`config.mk`:
```
export PLATFORM = sky130hd
export DESIGN_NAME = pc_step_counter
export DESIGN_NICKNAME = d
export VERILOG_FILES = /design/src/rtl/pc_step_pkg.sv /design/src/rtl/pc_inc17.sv /design/src/rtl/pc_step_counter.sv
export SDC_FILE = /design/constraint.sdc
export NUM_CORES = 1
export LEC_CHECK = 0
export BUFFER_PORTS_ARGS = -buffer_cell sky130_fd_sc_hd__buf_2
export CORE_ASPECT_RATIO = 0.8
export CORE_MARGIN = 10
export CORE_UTILIZATION = 50
export DETAILED_ROUTE_END_ITERATION = 7
export GPL_TIMING_DRIVEN = 0
export PLACE_DENSITY = 0.77
export SLEW_MARGIN = 20
export SYNTH_ARGS = -nofsm -noshare
export SYNTH_HDL_FRONTEND = slang
export SYNTH_SLANG_ARGS = --single-unit
```
`constraint.sdc`:
```
create_clock -name clk -period 10.18 [get_ports clk]
set_clock_uncertainty 0.05 [all_clocks]
set_input_delay 1.018 -clock clk [delete_from_list [all_inputs] [get_ports clk]]
set_output_delay 1.018 -clock clk [all_outputs]
set_load 0.01 [all_outputs]
```
`src/rtl/pc_step_pkg.sv`:
```
// Shared definitions for the pc_step_counter slice: datapath width, FSM encoding
// and default reset / terminal-count values.
package pc_step_pkg;

  localparam int PC_W = 16;

  typedef enum logic [1:0] {
    ST_IDLE = 2'b00,
    ST_RUN  = 2'b01,
    ST_HALT = 2'b10
  } state_e;

  localparam logic [PC_W-1:0] RESET_VAL_DEF = 16'h0000;
  localparam logic [PC_W-1:0] TC_VAL_DEF    = 16'hFFFF;

endpackage

```
`src/rtl/pc_inc17.sv`:
```
// Combinational +1 incrementer: 16-bit input, 17-bit result (bit 16 = carry-out),
// built as a ripple chain of NAND-only half-adder cells.
module pc_inc17
  import pc_step_pkg::*;
(
  input  logic [PC_W-1:0] a_i,
  output logic [PC_W:0]   sum_o
);

  // carry[0] is the constant +1 injected into bit 0.
  logic [PC_W:0] carry;

  assign carry[0] = 1'b1;

  for (genvar i = 0; i < PC_W; i++) begin : g_bit
    logic n_ab;
    logic n_a;
    logic n_b;

    assign n_ab         = ~(a_i[i] & carry[i]);
    assign n_a          = ~(a_i[i] & n_ab);
    assign n_b          = ~(carry[i] & n_ab);
    assign sum_o[i]     = ~(n_a & n_b);
    assign carry[i+1]   = ~(n_ab & n_ab);
  end

  assign sum_o[PC_W] = carry[PC_W];

endmodule

```
`src/rtl/pc_step_counter.sv`:
```
// Registered program-counter / address-sequencer step counter with run control,
// parallel load, terminal-count and sticky overflow. Define PC_STEP_SATURATE_EN to saturate at 16'hFFFF instead of wrapping.
module pc_step_counter
  import pc_step_pkg::*;
#(
  parameter logic [PC_W-1:0] RESET_VAL = RESET_VAL_DEF,
  parameter logic [PC_W-1:0] TC_VAL    = TC_VAL_DEF,
  parameter bit              AUTO_STOP = 1'b1
) (
  input  logic            clk,
  input  logic            rst_n,
  input  logic            start,
  input  logic            stop,
  input  logic            step,
  input  logic            load,
  input  logic [PC_W-1:0] load_val,
  output logic [PC_W-1:0] count,
  output logic            busy,
  output logic            tc,
  output logic            ovf,
  output logic            halted
);

  state_e          state_q, state_d;
  logic [PC_W-1:0] count_q, count_d;
  logic            ovf_q, ovf_d;
  logic            tc_q, busy_q, halted_q;
  logic [PC_W:0]   sum;

  pc_inc17 u_inc (
    .a_i   (count_q),
    .sum_o (sum)
  );

  always_comb begin
    // NOTE: every signal gets a default first so no path through the case leaves a latch.
    state_d = state_q;
    count_d = count_q;
    ovf_d   = ovf_q;

    case (state_q)
      ST_IDLE: begin
        if (stop)       state_d = ST_IDLE;
        else if (start) state_d = ST_RUN;
      end
      ST_RUN: begin
        // load outranks stop and step; start is ignored while running.
        if (!load) begin
          if (stop) begin
            state_d = ST_IDLE;
          end else if (step) begin
            if (sum[PC_W]) begin
              ovf_d = 1'b1;
`ifdef PC_STEP_SATURATE_EN
              count_d = count_q;
`else
              count_d = sum[PC_W-1:0];
`endif
              if (AUTO_STOP) state_d = ST_HALT;
            end else begin
              count_d = sum[PC_W-1:0];
            end
          end
        end
      end
      ST_HALT: begin
        if (stop) begin
          state_d = ST_IDLE;
        end else if (start) begin
          state_d = ST_RUN;
          ovf_d   = 1'b0;
        end
      end
      default: state_d = ST_IDLE;
    endcase

    if (load) begin
      count_d = load_val;
      ovf_d   = 1'b0;
    end
  end

  // Flags are registered from next-state values so they line up with count.
  always_ff @(posedge clk or negedge rst_n) begin
    if (!rst_n) begin
      state_q  <= ST_IDLE;
      count_q  <= RESET_VAL;
      ovf_q    <= 1'b0;
      tc_q     <= (RESET_VAL == TC_VAL);
      busy_q   <= 1'b0;
      halted_q <= 1'b0;
    end else begin
      // NOTE: non-blocking assignments so every flop samples pre-edge values.
      state_q  <= state_d;
      count_q  <= count_d;
      ovf_q    <= ovf_d;
      tc_q     <= (count_d == TC_VAL);
      busy_q   <= (state_d == ST_RUN);
      halted_q <= (state_d == ST_HALT);
    end
  end

  assign count  = count_q;
  assign busy   = busy_q;
  assign tc     = tc_q;
  assign ovf    = ovf_q;
  assign halted = halted_q;

endmodule

```
==> parameters.txt <==
Parameter                              Value

Drt
  Post-DR wirelength/cell    17.40 um
  Total number of vias    1000
  Vias per cell    5.464
  Total Routed Length    3185 um
  Pre-Repair DR Iteration Count    4
  DRT iter0 DRCs    39
  Number of nets with antenna violations after detailed routing    0
  Remaining design rule violation count    0

Yosys
  Portion of synthesized cell area occupied by the leading cell type    0.4431
  Asr flop ratio synth    1.000
  Fraction of the mapped netlist area in compound gates    0.1118
  Multiplexer fraction of the synthesized cell area    0.1289
  Post-synthesis adder-cell area fraction    0.1511
  XOR/XNOR Fraction of Synth Area    0.007049
  Combinational family with the most area after synthesis    adder cells
  Synthesized-area fraction occupied by and/or/nand/nor cells    0.1168
  Sequential element share of the synthesized area    0.4431
  Cell type with the largest total area after synthesis    sky130_fd_sc_hd__dfrtp_1
  Syn Area/Cell    11.09 sq um
  Cell variety after synth    24
  Gate count of the mapped netlist    112
  Synth top cells by count    22 x sky130_fd_sc_hd__dfrtp_1, 16 x sky130_fd_sc_hd__mux2i_1, 16 x sky130_fd_sc_hd__nand2_1, 15 x sky130_fd_sc_hd__ha_1, 10 x sky130_fd_sc_hd__o21ai_1
  Synthesized area    1242 sq um
  Main area contributors after synthesis    sky130_fd_sc_hd__dfrtp_1 44%, sky130_fd_sc_hd__ha_1 15%, sky130_fd_sc_hd__mux2i_1 13%, sky130_fd_sc_hd__nand2_1 4.8%, sky130_fd_sc_hd__o21ai_2 4.2%
  Number of nets in the synthesized netlist    149
  Flip-flop and latch count after synthesis    22
  Warnings, synthesis    0
  Most frequently used cell type in the post-synthesis netlist    sky130_fd_sc_hd__dfrtp_1
  Leading register cell type out of synthesis    sky130_fd_sc_hd__dfrtp_1
  Post-synth EDFFs    0

Run
  Max-cap check violation count    0

Worst setup path
  Signal arrival time at the worst endpoint    4.42 ns
  Delay of the slowest cell on the worst path    0.43 ns
  Category of the critical setup timing path    reg -> reg
  Category of the worst setup path launch point    flip-flop
  Kind of cell adding the most delay to the critical path    adder cells
  Critical Path Source    count[0]
  Maximum fanout along the worst path    3
  Critical Path Most Common Cell    sky130_fd_sc_hd__ha_1
  Worst EP required    10.35 ns
  Cells along the critical path    ha_1 -> ha_1 -> ha_1 -> ha_1 -> ha_1 -> ha_1 -> ha_1 -> ha_1 -> ha_1 -> ha_1 -> ha_1 -> ha_1 -> ha_1 -> ha_1 -> ha_1 -> mux2i_1 -> o21ai_1 -> nand4_1 -> nor4_2
  Startpoint of the worst register-to-register path    count[0]
  Number of buffer and inverter instances along the worst setup path    0
  Worst setup EP type    flip-flop
  Max stage delay cell, worst path    sky130_fd_sc_hd__dfrtp_1

STA
  Worst-Margin Slew    0.5872 ns
  Setup repair after global routing missed its margin    no
  Total Negative Setup Slacks    0 ns
  Fin crit share    0.4178
  Max Clk Rate    0.2351 GHz
  Total count of max-transition violations in the final report    0
  Period minus WS final    4.253 ns
  Worst slew margin    0.6085
  Final Hold Violating Endpoints    0
  Final setup slack of the worst path    5.927 ns
  Final Setup Violations    0

CTS
  Setup Buffers After CTS    0
  Cts repair resizes    0
  H-tree lvl count    1
  Worst-Skew Late Latency    0.31 ns
  Clock Pin Slew Worst Setup and Hold Paths    0.13 ns
  Number of buffers created by CTS    3
  Maximum clock path buffer count    2
  CTS Hold Buffers Added    0
  Buffer type at the clock tree root    sky130_fd_sc_hd__clkbuf_4
  Clock tree sinks    22
  TritonCTS clock tree    built

Worst hold path
  Worst hold-check path type    in -> async

Run status
  Status    finished, final reports clean

Power
  Pleak    0.0007686 uW
  Maximum resistive drop on vdd    0.06546 mV
  Power density over cell area    140.8 nW/um^2

Layout
  Count of antenna diodes in the layout    0
  Share of layout cells above drive strength 1    0.3462
  Net count reported at finish    194
  Area growth from synthesis to layout    23.06%
  Post-layout utilization of the core    0.6365
  Storage cell area    550.5 sq um
  Area occupied by multi-input gates    640.6 sq um
  Fill count    202

Placement
  Detailed placement HPWL    2585 um
  Post-Place Worst Slack    6.031 ns
  Placer congestion estimate    0.7975
  Port bufs    40

Global routing
  Initial antenna violation count    0
  Aggregate global routing overflow    0
  Via count of the first global-routing pass    1104
  Wire length of the first global-routing pass    5092 um
  Global-route usage over all layers    0.1330
  Maximum number of pins on one net before global-route repair    23

Floorplan
  Floorplan die area    4891 sq um
  Core Box Area    2402 sq um
  Number of I/O pins    42
  Die boundary width    75.73 um
  Die height    64.59 um
  Initial cell density of the core    0.5172
  Cell row count    16
[per-layer routing]
layer  global-route usage  vias to the layer above  wire (um)
met1               0.1541                      471       1359
li1                     -                      500          -
met5                    0                        -          0
met3              0.04414                        4        250
met4              0.04167                        0         21
met2               0.2248                       25       1554
[stage by stage]
step | hold slack [ns] | instance area, sq um | instances | power (uW)
3_3_place_gp | 0.5470 | 1476 | 179 | 146.9
6_report | 0.5937 | 1529 | 183 | 215.3
5_1_grt | 0.6116 | 1529 | 183 | 226.8
4_1_cts | 0.5950 | 1529 | 183 | 217.8
2_1_floorplan | 0.5342 | 1242 | 112 | 129.2
3_5_place_dp | 0.5655 | 1476 | 179 | 150.4
[registers in the layout (all words and copies together), names as in the netlist]
name and flops:
count 16, state_q 2, busy 1, halted 1
ovf 1, tc 1
[where the power goes]
group	total, uW	switching [uW]	internal, uW
Sequential	102	6.76	95.0
Clock	67.1	27.3	39.8
Combinational	46.4	26.1	20.3
[layout make-up]
type / instances / area share
multi-input combinational: 83 / 0.4190
inverter: 1 / 0.002455
clock buffer: 3 / 0.01473
clock inverter: 1 / 0.01964
buffer: 6 / 0.03110
sequential: 22 / 0.3601
tap: 27 / 0.02209
timing repair buffer: 40 / 0.1309
[worst paths after layout]
kind	to	slack, ns	cells after the start
setup reg to reg	tc	5.93	19
hold / removal	halted	0.59	1
max in group asynchronous	count[3]	9.15	1
hold reg to reg	count[7]	0.60	2
min in group clk	count[7]	0.60	2
setup / recovery	tc	5.93	19
[layout by cell type, fill, tap and decap left out, drive strengths merged, types with 2 or more instances in the layout]
cell / instances
clkbuf: 5
a21oi: 2
o21ai: 18
ha: 15
buf: 44
nand4: 5
dfrtp: 22
nand2: 16
mux2i: 16
nor2: 3
[logic make-up (layout without fill, tap and decap cells)]
group,Yosys count,count (layout)
XOR/XNOR,1,1
AO/OA/AOI/OAI,22,22
multiplexers,16,16
AND/OR/NAND/NOR,29,29
flip-flops,22,22
buffers and inverters,7,51
adder cells (fa/ha/maj),15,15
Note: power is estimated with default switching activity, not from simulation.
